===== config.mk =====
export PLATFORM = sky130hd
export DESIGN_NAME = clock_set_ctrl
export DESIGN_NICKNAME = d
export VERILOG_FILES = /design/src/rtl/clock_pkg.sv /design/src/rtl/btn_debounce.sv /design/src/rtl/clock_set_ctrl.sv
export SDC_FILE = /design/constraint.sdc
export NUM_CORES = 1
export LEC_CHECK = 0
export ABC_AREA = 0
export BUFFER_PORTS_ARGS = -buffer_cell sky130_fd_sc_hd__buf_2
export CAP_MARGIN = 20
export CORE_ASPECT_RATIO = 1.1
export CORE_MARGIN = 2
export CORE_UTILIZATION = 40
export DETAILED_ROUTE_END_ITERATION = 8
export PLACE_DENSITY_LB_ADDON = 0.25
export SLEW_MARGIN = 15
export SYNTH_ARGS = -nofsm -noshare
export SYNTH_HDL_FRONTEND = slang
export SYNTH_SLANG_ARGS = --single-unit

===== constraint.sdc =====
create_clock -name clk -period 2.4 [get_ports clk]
set_input_delay 0.72 -clock clk [delete_from_list [all_inputs] [get_ports clk]]
set_output_delay 0.72 -clock clk [all_outputs]
set_load 0.02 [all_outputs]

===== src/rtl/clock_pkg.sv =====
// Shared types and constants for the 12-hour clock: mode enum, default timing,
// and button indices used by the controller, time datapath and scanner.
package clock_pkg;

  typedef enum logic [1:0] {
    RUN     = 2'd0,
    SET_MIN = 2'd1,
    SET_HR  = 2'd2
  } mode_e;

  localparam int unsigned DEF_DEBOUNCE_CYCLES = 1000000;
  localparam int unsigned DEF_REPEAT_DELAY    = 50000000;
  localparam int unsigned DEF_REPEAT_PERIOD   = 25000000;
  localparam int unsigned DEF_BLINK_HALF      = 25000000;

  localparam int unsigned BTN_CENTER = 0;
  localparam int unsigned BTN_LEFT   = 1;
  localparam int unsigned BTN_RIGHT  = 2;
  localparam int unsigned BTN_UP     = 3;
  localparam int unsigned BTN_DOWN   = 4;
  localparam int unsigned NUM_BTN    = 5;

  // Counter width wide enough for the largest timing constant, plus one bit.
  function automatic int unsigned cnt_width(input int unsigned a, input int unsigned b,
                                            input int unsigned c, input int unsigned d);
    int unsigned m;
    m = a;
    if (b > m) m = b;
    if (c > m) m = c;
    if (d > m) m = d;
    return $clog2(m) + 1;
  endfunction

endpackage


===== src/rtl/btn_debounce.sv =====
// Two-flop synchroniser, counter debounce and registered press pulse for one button.
module btn_debounce import clock_pkg::*; #(
  parameter int unsigned DEBOUNCE_CYCLES = DEF_DEBOUNCE_CYCLES
) (
  input  logic clk,
  input  logic rst,
  input  logic i_btn,
  output logic o_level,
  output logic o_rise
);

  localparam int unsigned CNT_W = $clog2(DEBOUNCE_CYCLES) + 1;

  logic             r_sync1;
  logic             r_sync2;
  logic             r_level;
  logic             r_rise;
  logic             r_armed;
  logic [CNT_W-1:0] r_cnt;
  logic             w_differ;
  logic             w_done;

  assign w_differ = r_sync2 ^ r_level;
  assign w_done   = (r_cnt >= CNT_W'(DEBOUNCE_CYCLES - 1));

  // Synchroniser resets high so a button held through reset is never armed;
  // it must be seen released before its next rising edge counts as a press.
  always_ff @(posedge clk) begin
    if (rst) begin
      r_sync1 <= 1'b1;
      r_sync2 <= 1'b1;
      r_level <= 1'b0;
      r_rise  <= 1'b0;
      r_armed <= 1'b0;
      r_cnt   <= '0;
    end else begin
      r_sync1 <= i_btn;
      r_sync2 <= r_sync1;
      r_rise  <= 1'b0;
      if (!r_sync2) r_armed <= 1'b1;
      if (!w_differ) begin
        r_cnt <= '0;
      end else if (w_done) begin
        r_level <= r_sync2;
        r_rise  <= r_sync2 & r_armed;
        r_cnt   <= '0;
      end else begin
        r_cnt <= r_cnt + CNT_W'(1);
      end
    end
  end

  assign o_level = r_level;
  assign o_rise  = r_rise;

endmodule


===== src/rtl/clock_set_ctrl.sv =====
// Push-button user interface for the 12-hour clock: mode FSM, set commands with
// auto-repeat, clear-on-enter-set, and field blink blanking.
module clock_set_ctrl import clock_pkg::*; #(
  parameter int unsigned DEBOUNCE_CYCLES = DEF_DEBOUNCE_CYCLES,
  parameter int unsigned REPEAT_DELAY    = DEF_REPEAT_DELAY,
  parameter int unsigned REPEAT_PERIOD   = DEF_REPEAT_PERIOD,
  parameter int unsigned BLINK_HALF      = DEF_BLINK_HALF
) (
  input  logic clk,
  input  logic rst,
  input  logic center,
  input  logic left,
  input  logic right,
  input  logic up,
  input  logic down,
  output logic run_en,
  output logic clr_sub,
  output logic inc_min,
  output logic dec_min,
  output logic inc_hr,
  output logic dec_hr,
  output logic blank_min,
  output logic blank_hr,
  output logic clk_mode_led
);

  localparam int unsigned CNT_W = cnt_width(DEBOUNCE_CYCLES, REPEAT_DELAY,
                                            REPEAT_PERIOD, BLINK_HALF);

  logic [NUM_BTN-1:0] w_raw;
  logic [NUM_BTN-1:0] w_level;
  logic [NUM_BTN-1:0] w_rise;
  logic               w_unused_lvl;

  assign w_raw[BTN_CENTER] = center;
  assign w_raw[BTN_LEFT]   = left;
  assign w_raw[BTN_RIGHT]  = right;
  assign w_raw[BTN_UP]     = up;
  assign w_raw[BTN_DOWN]   = down;
  assign w_unused_lvl = &{w_level[BTN_CENTER], w_level[BTN_LEFT], w_level[BTN_RIGHT]};

  for (genvar g = 0; g < NUM_BTN; g++) begin : g_btn
    btn_debounce #(.DEBOUNCE_CYCLES(DEBOUNCE_CYCLES)) u_db (
      .clk    (clk),
      .rst    (rst),
      .i_btn  (w_raw[g]),
      .o_level(w_level[g]),
      .o_rise (w_rise[g])
    );
  end

  mode_e            r_state, w_state_nxt;
  logic [CNT_W-1:0] r_rep_cnt, w_rep_cnt_nxt, w_rep_thr;
  logic [CNT_W-1:0] r_blink_cnt, w_blink_cnt_nxt;
  logic             r_rep_act, w_rep_act_nxt;
  logic             r_rep_up, w_rep_up_nxt;
  logic             r_rep_first, w_rep_first_nxt;
  logic             r_blink_on, w_blink_on_nxt;
  logic             w_rep_hold, w_inc, w_dec, w_clr;
  logic             r_run_en, r_clr_sub, r_inc_min, r_dec_min, r_inc_hr, r_dec_hr;
  logic             r_blank_min, r_blank_hr;

  always_ff @(posedge clk) begin
    if (rst) r_state <= SET_MIN;
    else     r_state <= w_state_nxt;
  end

  // Next state, command, repeat and blink decisions; priority center > left/right > up/down.
  always_comb begin
    w_state_nxt     = r_state;
    w_clr           = 1'b0;
    w_inc           = 1'b0;
    w_dec           = 1'b0;
    w_rep_act_nxt   = 1'b0;
    w_rep_up_nxt    = r_rep_up;
    w_rep_first_nxt = r_rep_first;
    w_rep_cnt_nxt   = '0;
    w_blink_on_nxt  = 1'b1;
    w_blink_cnt_nxt = '0;
    w_rep_thr       = r_rep_first ? CNT_W'(REPEAT_DELAY - 1) : CNT_W'(REPEAT_PERIOD - 1);
    w_rep_hold      = r_rep_up ? w_level[BTN_UP] : w_level[BTN_DOWN];

    if (w_rise[BTN_CENTER]) begin
      if (r_state == RUN) begin
        w_state_nxt = SET_MIN;
        w_clr       = 1'b1;
      end else begin
        w_state_nxt = RUN;
      end
    end else if (r_state != RUN) begin
      if (w_rise[BTN_LEFT] | w_rise[BTN_RIGHT]) begin
        w_state_nxt = (r_state == SET_MIN) ? SET_HR : SET_MIN;
      end else if (w_level[BTN_UP] & w_level[BTN_DOWN]) begin
        w_rep_act_nxt = 1'b0;
      end else if (w_rise[BTN_UP] | w_rise[BTN_DOWN]) begin
        w_inc           = w_rise[BTN_UP];
        w_dec           = ~w_rise[BTN_UP];
        w_rep_act_nxt   = 1'b1;
        w_rep_up_nxt    = w_rise[BTN_UP];
        w_rep_first_nxt = 1'b1;
      end else if (r_rep_act & w_rep_hold) begin
        w_rep_act_nxt = 1'b1;
        if (r_rep_cnt >= w_rep_thr) begin
          w_inc           = r_rep_up;
          w_dec           = ~r_rep_up;
          w_rep_first_nxt = 1'b0;
        end else begin
          w_rep_cnt_nxt = r_rep_cnt + CNT_W'(1);
        end
      end
    end

    if ((w_state_nxt != RUN) && (w_state_nxt == r_state) && !w_inc && !w_dec) begin
      if (r_blink_cnt >= CNT_W'(BLINK_HALF - 1)) begin
        w_blink_on_nxt = ~r_blink_on;
      end else begin
        w_blink_on_nxt  = r_blink_on;
        w_blink_cnt_nxt = r_blink_cnt + CNT_W'(1);
      end
    end
  end

  always_ff @(posedge clk) begin
    if (rst) begin
      r_rep_cnt   <= '0;
      r_rep_act   <= 1'b0;
      r_rep_up    <= 1'b0;
      r_rep_first <= 1'b0;
      r_blink_cnt <= '0;
      r_blink_on  <= 1'b1;
      r_run_en    <= 1'b0;
      r_clr_sub   <= 1'b0;
      r_inc_min   <= 1'b0;
      r_dec_min   <= 1'b0;
      r_inc_hr    <= 1'b0;
      r_dec_hr    <= 1'b0;
      r_blank_min <= 1'b0;
      r_blank_hr  <= 1'b0;
    end else begin
      r_rep_cnt   <= w_rep_cnt_nxt;
      r_rep_act   <= w_rep_act_nxt;
      r_rep_up    <= w_rep_up_nxt;
      r_rep_first <= w_rep_first_nxt;
      r_blink_cnt <= w_blink_cnt_nxt;
      r_blink_on  <= w_blink_on_nxt;
      r_run_en    <= (w_state_nxt == RUN);
      r_clr_sub   <= w_clr;
      r_inc_min   <= w_inc & (r_state == SET_MIN);
      r_dec_min   <= w_dec & (r_state == SET_MIN);
      r_inc_hr    <= w_inc & (r_state == SET_HR);
      r_dec_hr    <= w_dec & (r_state == SET_HR);
      r_blank_min <= (w_state_nxt == SET_MIN) & ~w_blink_on_nxt;
      r_blank_hr  <= (w_state_nxt == SET_HR) & ~w_blink_on_nxt;
    end
  end

  assign run_en       = r_run_en;
  assign clk_mode_led = r_run_en;
  assign clr_sub      = r_clr_sub;
  assign inc_min      = r_inc_min;
  assign dec_min      = r_dec_min;
  assign inc_hr       = r_inc_hr;
  assign dec_hr       = r_dec_hr;
  assign blank_min    = r_blank_min;
  assign blank_hr     = r_blank_hr;

endmodule


# Word-level counts from Yosys, hierarchy flattened
# Cells that the tools add are included.
# op_classes
order_cmp,7
n_bitwise,40
n_addsub,7
n_eq_ne,5
muxes,29
n_reduce_logical,32
# ops
cell,n
21-bit by 1-bit adder with 21-bit output (second input constant),5
21-bit by 20-bit greater-or-equal comparator with 1-bit output (second input constant),5
27-bit by 1-bit adder with 27-bit output (second input constant),2
3-bit OR reduction,11
27-bit by 25-bit greater-or-equal comparator with 1-bit output (second input constant),1
27-bit by 26-bit greater-or-equal comparator with 1-bit output,1
26-bit two-way mux,1
1-bit two-way mux,24
1-bit inverter,20
1-bit AND,13
2-bit AND reduction,5
2-bit two-way mux,4
2-bit nonzero test,4
8-bit OR reduction,1
6-bit AND reduction,1
5-bit AND reduction,1
5-bit OR reduction,1
1-bit XOR,5
2-bit by 1-bit == test with 1-bit output (second input constant),2
2-bit == test (second input constant),2
2-bit zero test,2
1-bit logical AND,3
2-bit == test,1
1-bit zero test,2
other kinds (2),3
# word_totals
output_inout_bits,9
reg_bits,198

# Logic depth before layout (Yosys ltp)
# logic_depth
depth_word,15
ltp_mapped,10
depth_no_buf,8

# By module
# A second synthesis with hierarchy kept.
# hier_totals
hier_cells,1005
area_unflattened_um2,9013.6
# by_module_without_submodules
module,n_inst,cells_each,area_each_um2
btn_debounce,5,126,1151.1
clock_set_ctrl,1,375,3258.1

# Least setup slack after synthesis
# No wires, ideal clock.
# synth_timing
path_type,input port to flip-flop
start,input port rst
end,register r_rep_cnt[15]
arrival_ns,2.133
n_path_buf,3
path_stages,9
path_slack_ns,0.202
setup_time_ns,0.065
path_cell_list,nor2_1 nand2_1 or2_1 clkbuf_1 nand2b_1 or3_1 buf_2 buf_6 nor2_1
# synth_via
elab_chain_len,1
# synth_lines
item,line,rtl
from (decl),clock_set_ctrl.sv:10,"input logic rst,"
8-bit OR reduction (no source line),--,
to (signal assigned),clock_set_ctrl.sv:140,r_rep_cnt <= w_rep_cnt_nxt;
to (decl),clock_set_ctrl.sv:53,"logic [CNT_W-1:0] r_rep_cnt, w_rep_cnt_nxt, w_rep_thr;"
# Every way passes these cells.
# A chain may end at the register's enable or synchronous reset.

# Worst setup path in the final report
# layout_timing
start,register r_blink_cnt[9]
end,register r_blink_cnt[17]
# layout_via
elab_chain_len,2
elab_cells_between_ends,3
classes_between,add/sub: 1; order compare: 1; reduce/logical: 1
# layout_lines
item,line,rtl
from (decl),clock_set_ctrl.sv:54,"logic [CNT_W-1:0] r_blink_cnt, w_blink_cnt_nxt;"
from (signal assigned),clock_set_ctrl.sv:144,r_blink_cnt <= w_blink_cnt_nxt;
27-bit by 25-bit greater-or-equal comparator with 1-bit output,clock_set_ctrl.sv:114,if (r_blink_cnt >= CNT_W'(BLINK_HALF - 1)) begin
3-bit OR reduction (no source line),--,
# Several ways; a longest one is shown, not always the timed one.

==> run metrics <==
count of final hold-check violations 0; part of the cycle the worst path needs just over 90%; Worst setup SP type flop; share of the synthesized area in the top cell type between 40% and 50%; Final Skew a little over 0.009 ns; non-filler instance count after layout 1247; Final nets 1002; Fin Setup TNS 0 ns; ranking of synthesized cells by area dfxtp_1, xor2_1, nor2_1; Iter 0 DRT Violations approximately 290; slowest CP cell or4_1; CTS tree done; total of max-cap violations 0; global-route wire length before repair roughly 27000 um; kind of critical path reg2reg; sequential area share after synthesis between 40% and 50%; TritonCTS sink count between 150 and 200; Critical Path, Cell by Cell or4_1 > a211oi_2 > a211oi_1 > o31a_1 > a21o_1 > buf_12 > nor3_1; Crit path largest cell delay about 0.58 ns; Buffers & Inverters on Critical Path 1; adder-cell share of the synthesized area about 2.4%; GRT overflow 0; count leader, synth dfxtp_1; Setup crit end kind flop; status finished clean; largest net degree at the start of global routing 38; headroom to the max-slew limit between 50% and 60%; layout cells sized above 1 around 8.4%; XOR/XNOR Fraction of Synth Area between 10% and 20%; Pwr Total about 6300 uW; Synth area leader dfxtp_1; placed insts about 1.2k; Leakage ~0.0033 uW; Initial Util between 40% and 50%; Worst EP required ~2.7 ns; via count 6196; WL final approximately 15000 um; post-synthesis cell count between 900 and 1k; synth cell count leaders dfxtp_1, nor2_1, xor2_1, nand3_1, nand2_1; IO buf count 15; Slew Limit Fails 0; gpl congestion ~0.78; Total GRT Usage between 10% and 20%; Hold Crit Class reg2reg; hpwl dp between 9000 and 10000 um; final setup violation count 0; post-layout min period 2.23 ns; Die H about 160 um; flops & latches, synth 198; ANT nets after route 0; main combinational cell family by area after synthesis simple AND/OR/NAND/NOR gates; Worst Setup EP r_blink_cnt[17]$_SDFF_PP0_; Reg2Reg Capture Point r_blink_cnt[17]$_SDFF_PP0_; Main synth FF type dfxtp_1; CORE AREA 0.0206 mm^2; CTS H-tree lvls 4; Crit. Startpoint r_blink_cnt[9]$_SDFF_PP0_; Post-Syn Area 0.00839 mm^2; Final Util a little under half; Ports 16; Ys Warns 0; Die W about 140 um; Root Buffer Master clkbuf_16; Worst Path Arrival around 2.6 ns; n_diodes 0; Least-Margin Pin Slew roughly 0.60 ns; RSZ-0062 raised after global routing false; CP delay by family, top compound AO/OA/AOI/OAI gates; hold_buf cts 0; Worst path depth 7; Max FO, Critical Path 25; Post-Synth Simple-Gate Area 27.8%; num rows between 50 and 60; worst reg2reg setup slack approximately 0.17 ns; Async SR Flop Fraction 0%; clk slew on worst S/H paths 0.07 ns; syn avg cell area ~8.9 um^2; fmax around 450 MHz; area of the multi-input gates between 0.004 and 0.005 mm^2; WL/cell ~12 um; Clock Path Buffers 2; area grow syn2layout 12.6%; reg2reg start r_blink_cnt[9]$_SDFF_PP0_; worst skew pair latency roughly 0.43 ns; Worst VDD drop between 400 and 500 uV; Fillers approximately 2.0k; drt pass-1 iters 4; number of antenna violations at the first check in global routing 0; Min Hold Slack a little over 0.4 ns; post-synthesis compound-gate area fraction under 10%; die area around 0.022 mm^2; vias in the first global route approximately 6k; Post-synth EDFFs 0; sequential cell area between 0.003 and 0.004 mm^2; number of CTS-inserted buffers 17; R2R cell count 7; mux contribution to synthesized area less than 1%; Vias/cell 4.97; P per Cell Area between 600 and 700 mW/mm^2; Synth cell types 50; DRC errors left 0
[logic make-up after synthesis]
family / Yosys count
AND/OR/NAND/NOR: 478
flip-flops: 198
XOR/XNOR: 140
AO/OA/AOI/OAI: 61
buffers and inverters: 50
adder cells (fa/ha/maj): 16
multiplexers: 4
other: 1
[worst min path at each step]
stage | startpoint | endpoint | slack (ns) | cells after the start
after global placement | g_btn[2].u_db.r_sync1$_SDFF_PP1_ | g_btn[2].u_db.r_sync2$_SDFF_PP1_ | 0.39 | 1
after detailed placement | g_btn[0].u_db.r_sync1$_SDFF_PP1_ | g_btn[0].u_db.r_sync2$_SDFF_PP1_ | 0.39 | 1
after floorplan | g_btn[0].u_db.r_sync1$_SDFF_PP1_ | g_btn[0].u_db.r_sync2$_SDFF_PP1_ | 0.39 | 1
final | g_btn[0].u_db.r_sync1$_SDFF_PP1_ | g_btn[0].u_db.r_sync2$_SDFF_PP1_ | 0.41 | 1
after global routing | g_btn[0].u_db.r_sync1$_SDFF_PP1_ | g_btn[0].u_db.r_sync2$_SDFF_PP1_ | 0.42 | 1
after CTS | g_btn[0].u_db.r_sync1$_SDFF_PP1_ | g_btn[0].u_db.r_sync2$_SDFF_PP1_ | 0.41 | 1
[flip-flops by register name, summed over array words and instances, names as in the netlist, 2 cells and up]
register and cells:
g_btn.u_db.r_sync1 5, g_btn.u_db.o_level 5, g_btn.u_db.r_cnt 105, g_btn.u_db.o_rise 5
g_btn.u_db.r_armed 5, g_btn.u_db.r_sync2 5, r_rep_cnt 27, r_state 2
r_blink_cnt 27
[where the power goes]
group / leakage (uW) / switching [uW] / total (uW) / internal [uW]
Combinational: 0.00145 / 131 / 219 / 87.6
Clock: 0.000265 / 1220 / 2750 / 1530
Sequential: 0.00160 / 36.7 / 3370 / 3330
[metal layers]
metal | part of all wire [%] | vias to the layer above | global-route usage, %
met2 | 45 | 54 | 23.8
li1 | - | 3301 | -
met1 | 51 | 2832 | 18.5
met5 | 0 | - | 0
met4 | 0.78 | 0 | 5.33
met3 | 3.1 | 9 | 3.31
[metrics by stage]
| stage | area [um^2] | setup slack, ns |
|---|---|---|
| floorplan | 8410 | 0.202 |
| global placement | 8860 | 0.130 |
| detailed placement | 8860 | 0.0537 |
| CTS | 9430 | 0.0847 |
| global route | 9450 | 0.0171 |
| finish | 9450 | 0.166 |
[worst register-to-register path, stage by stage (launching register included)]
cell and delay (ns):
dfxtp_1 0.35, or4_1 0.58, a211oi_2 0.21, a211oi_1 0.09, o31a_1 0.34, a21o_1 0.20
buf_12 0.16, nor3_1 0.20
[placed cells by master, fill, tap and decap left out, types with 3 or more instances in the layout]
| cell type | n |
|---|---|
| dfxtp_1 | 197 |
| nand2b_1 | 4 |
| a21o_1 | 4 |
| and2_1 | 8 |
| and4_1 | 15 |
| and3_1 | 20 |
| xor2_1 | 83 |
| a41oi_1 | 3 |
| mux2i_1 | 4 |
| nand2_1 | 60 |
| buf_12 | 4 |
| inv_1 | 22 |
| nor3_1 | 46 |
| nand4_1 | 35 |
| ha_1 | 16 |
| a211oi_1 | 4 |
| a21oi_1 | 18 |
| clkbuf_16 | 17 |
| conb_1 | 7 |
| o211ai_1 | 3 |
| or4_1 | 4 |
| o21ai_0 | 6 |
| xnor2_1 | 57 |
| buf_4 | 14 |
| nor4_1 | 14 |
| a31oi_1 | 6 |
| nand3_1 | 61 |
| buf_2 | 15 |
| clkinvlp_4 | 4 |
| or2_2 | 14 |
| clkinv_2 | 3 |
| or3_1 | 11 |
| nor2_1 | 174 |
[layout make-up]
class | count | share of cell area, %
timing repair buffer | 33 | 2.75
tap | 256 | 3.39
clock buffer | 19 | 4.58
clock inverter | 12 | 1.39
multi-input combinational | 706 | 45.0
sequential | 198 | 42.0
inverter | 23 | 0.913
[timing repair]
action,4_1_cts,5_1_grt
endpoints found under the setup margin,1,43
resized for setup,1,5
cloned,0,0
setup buffers,0,0
No activity file was read; power rests on OpenSTA's default activity.
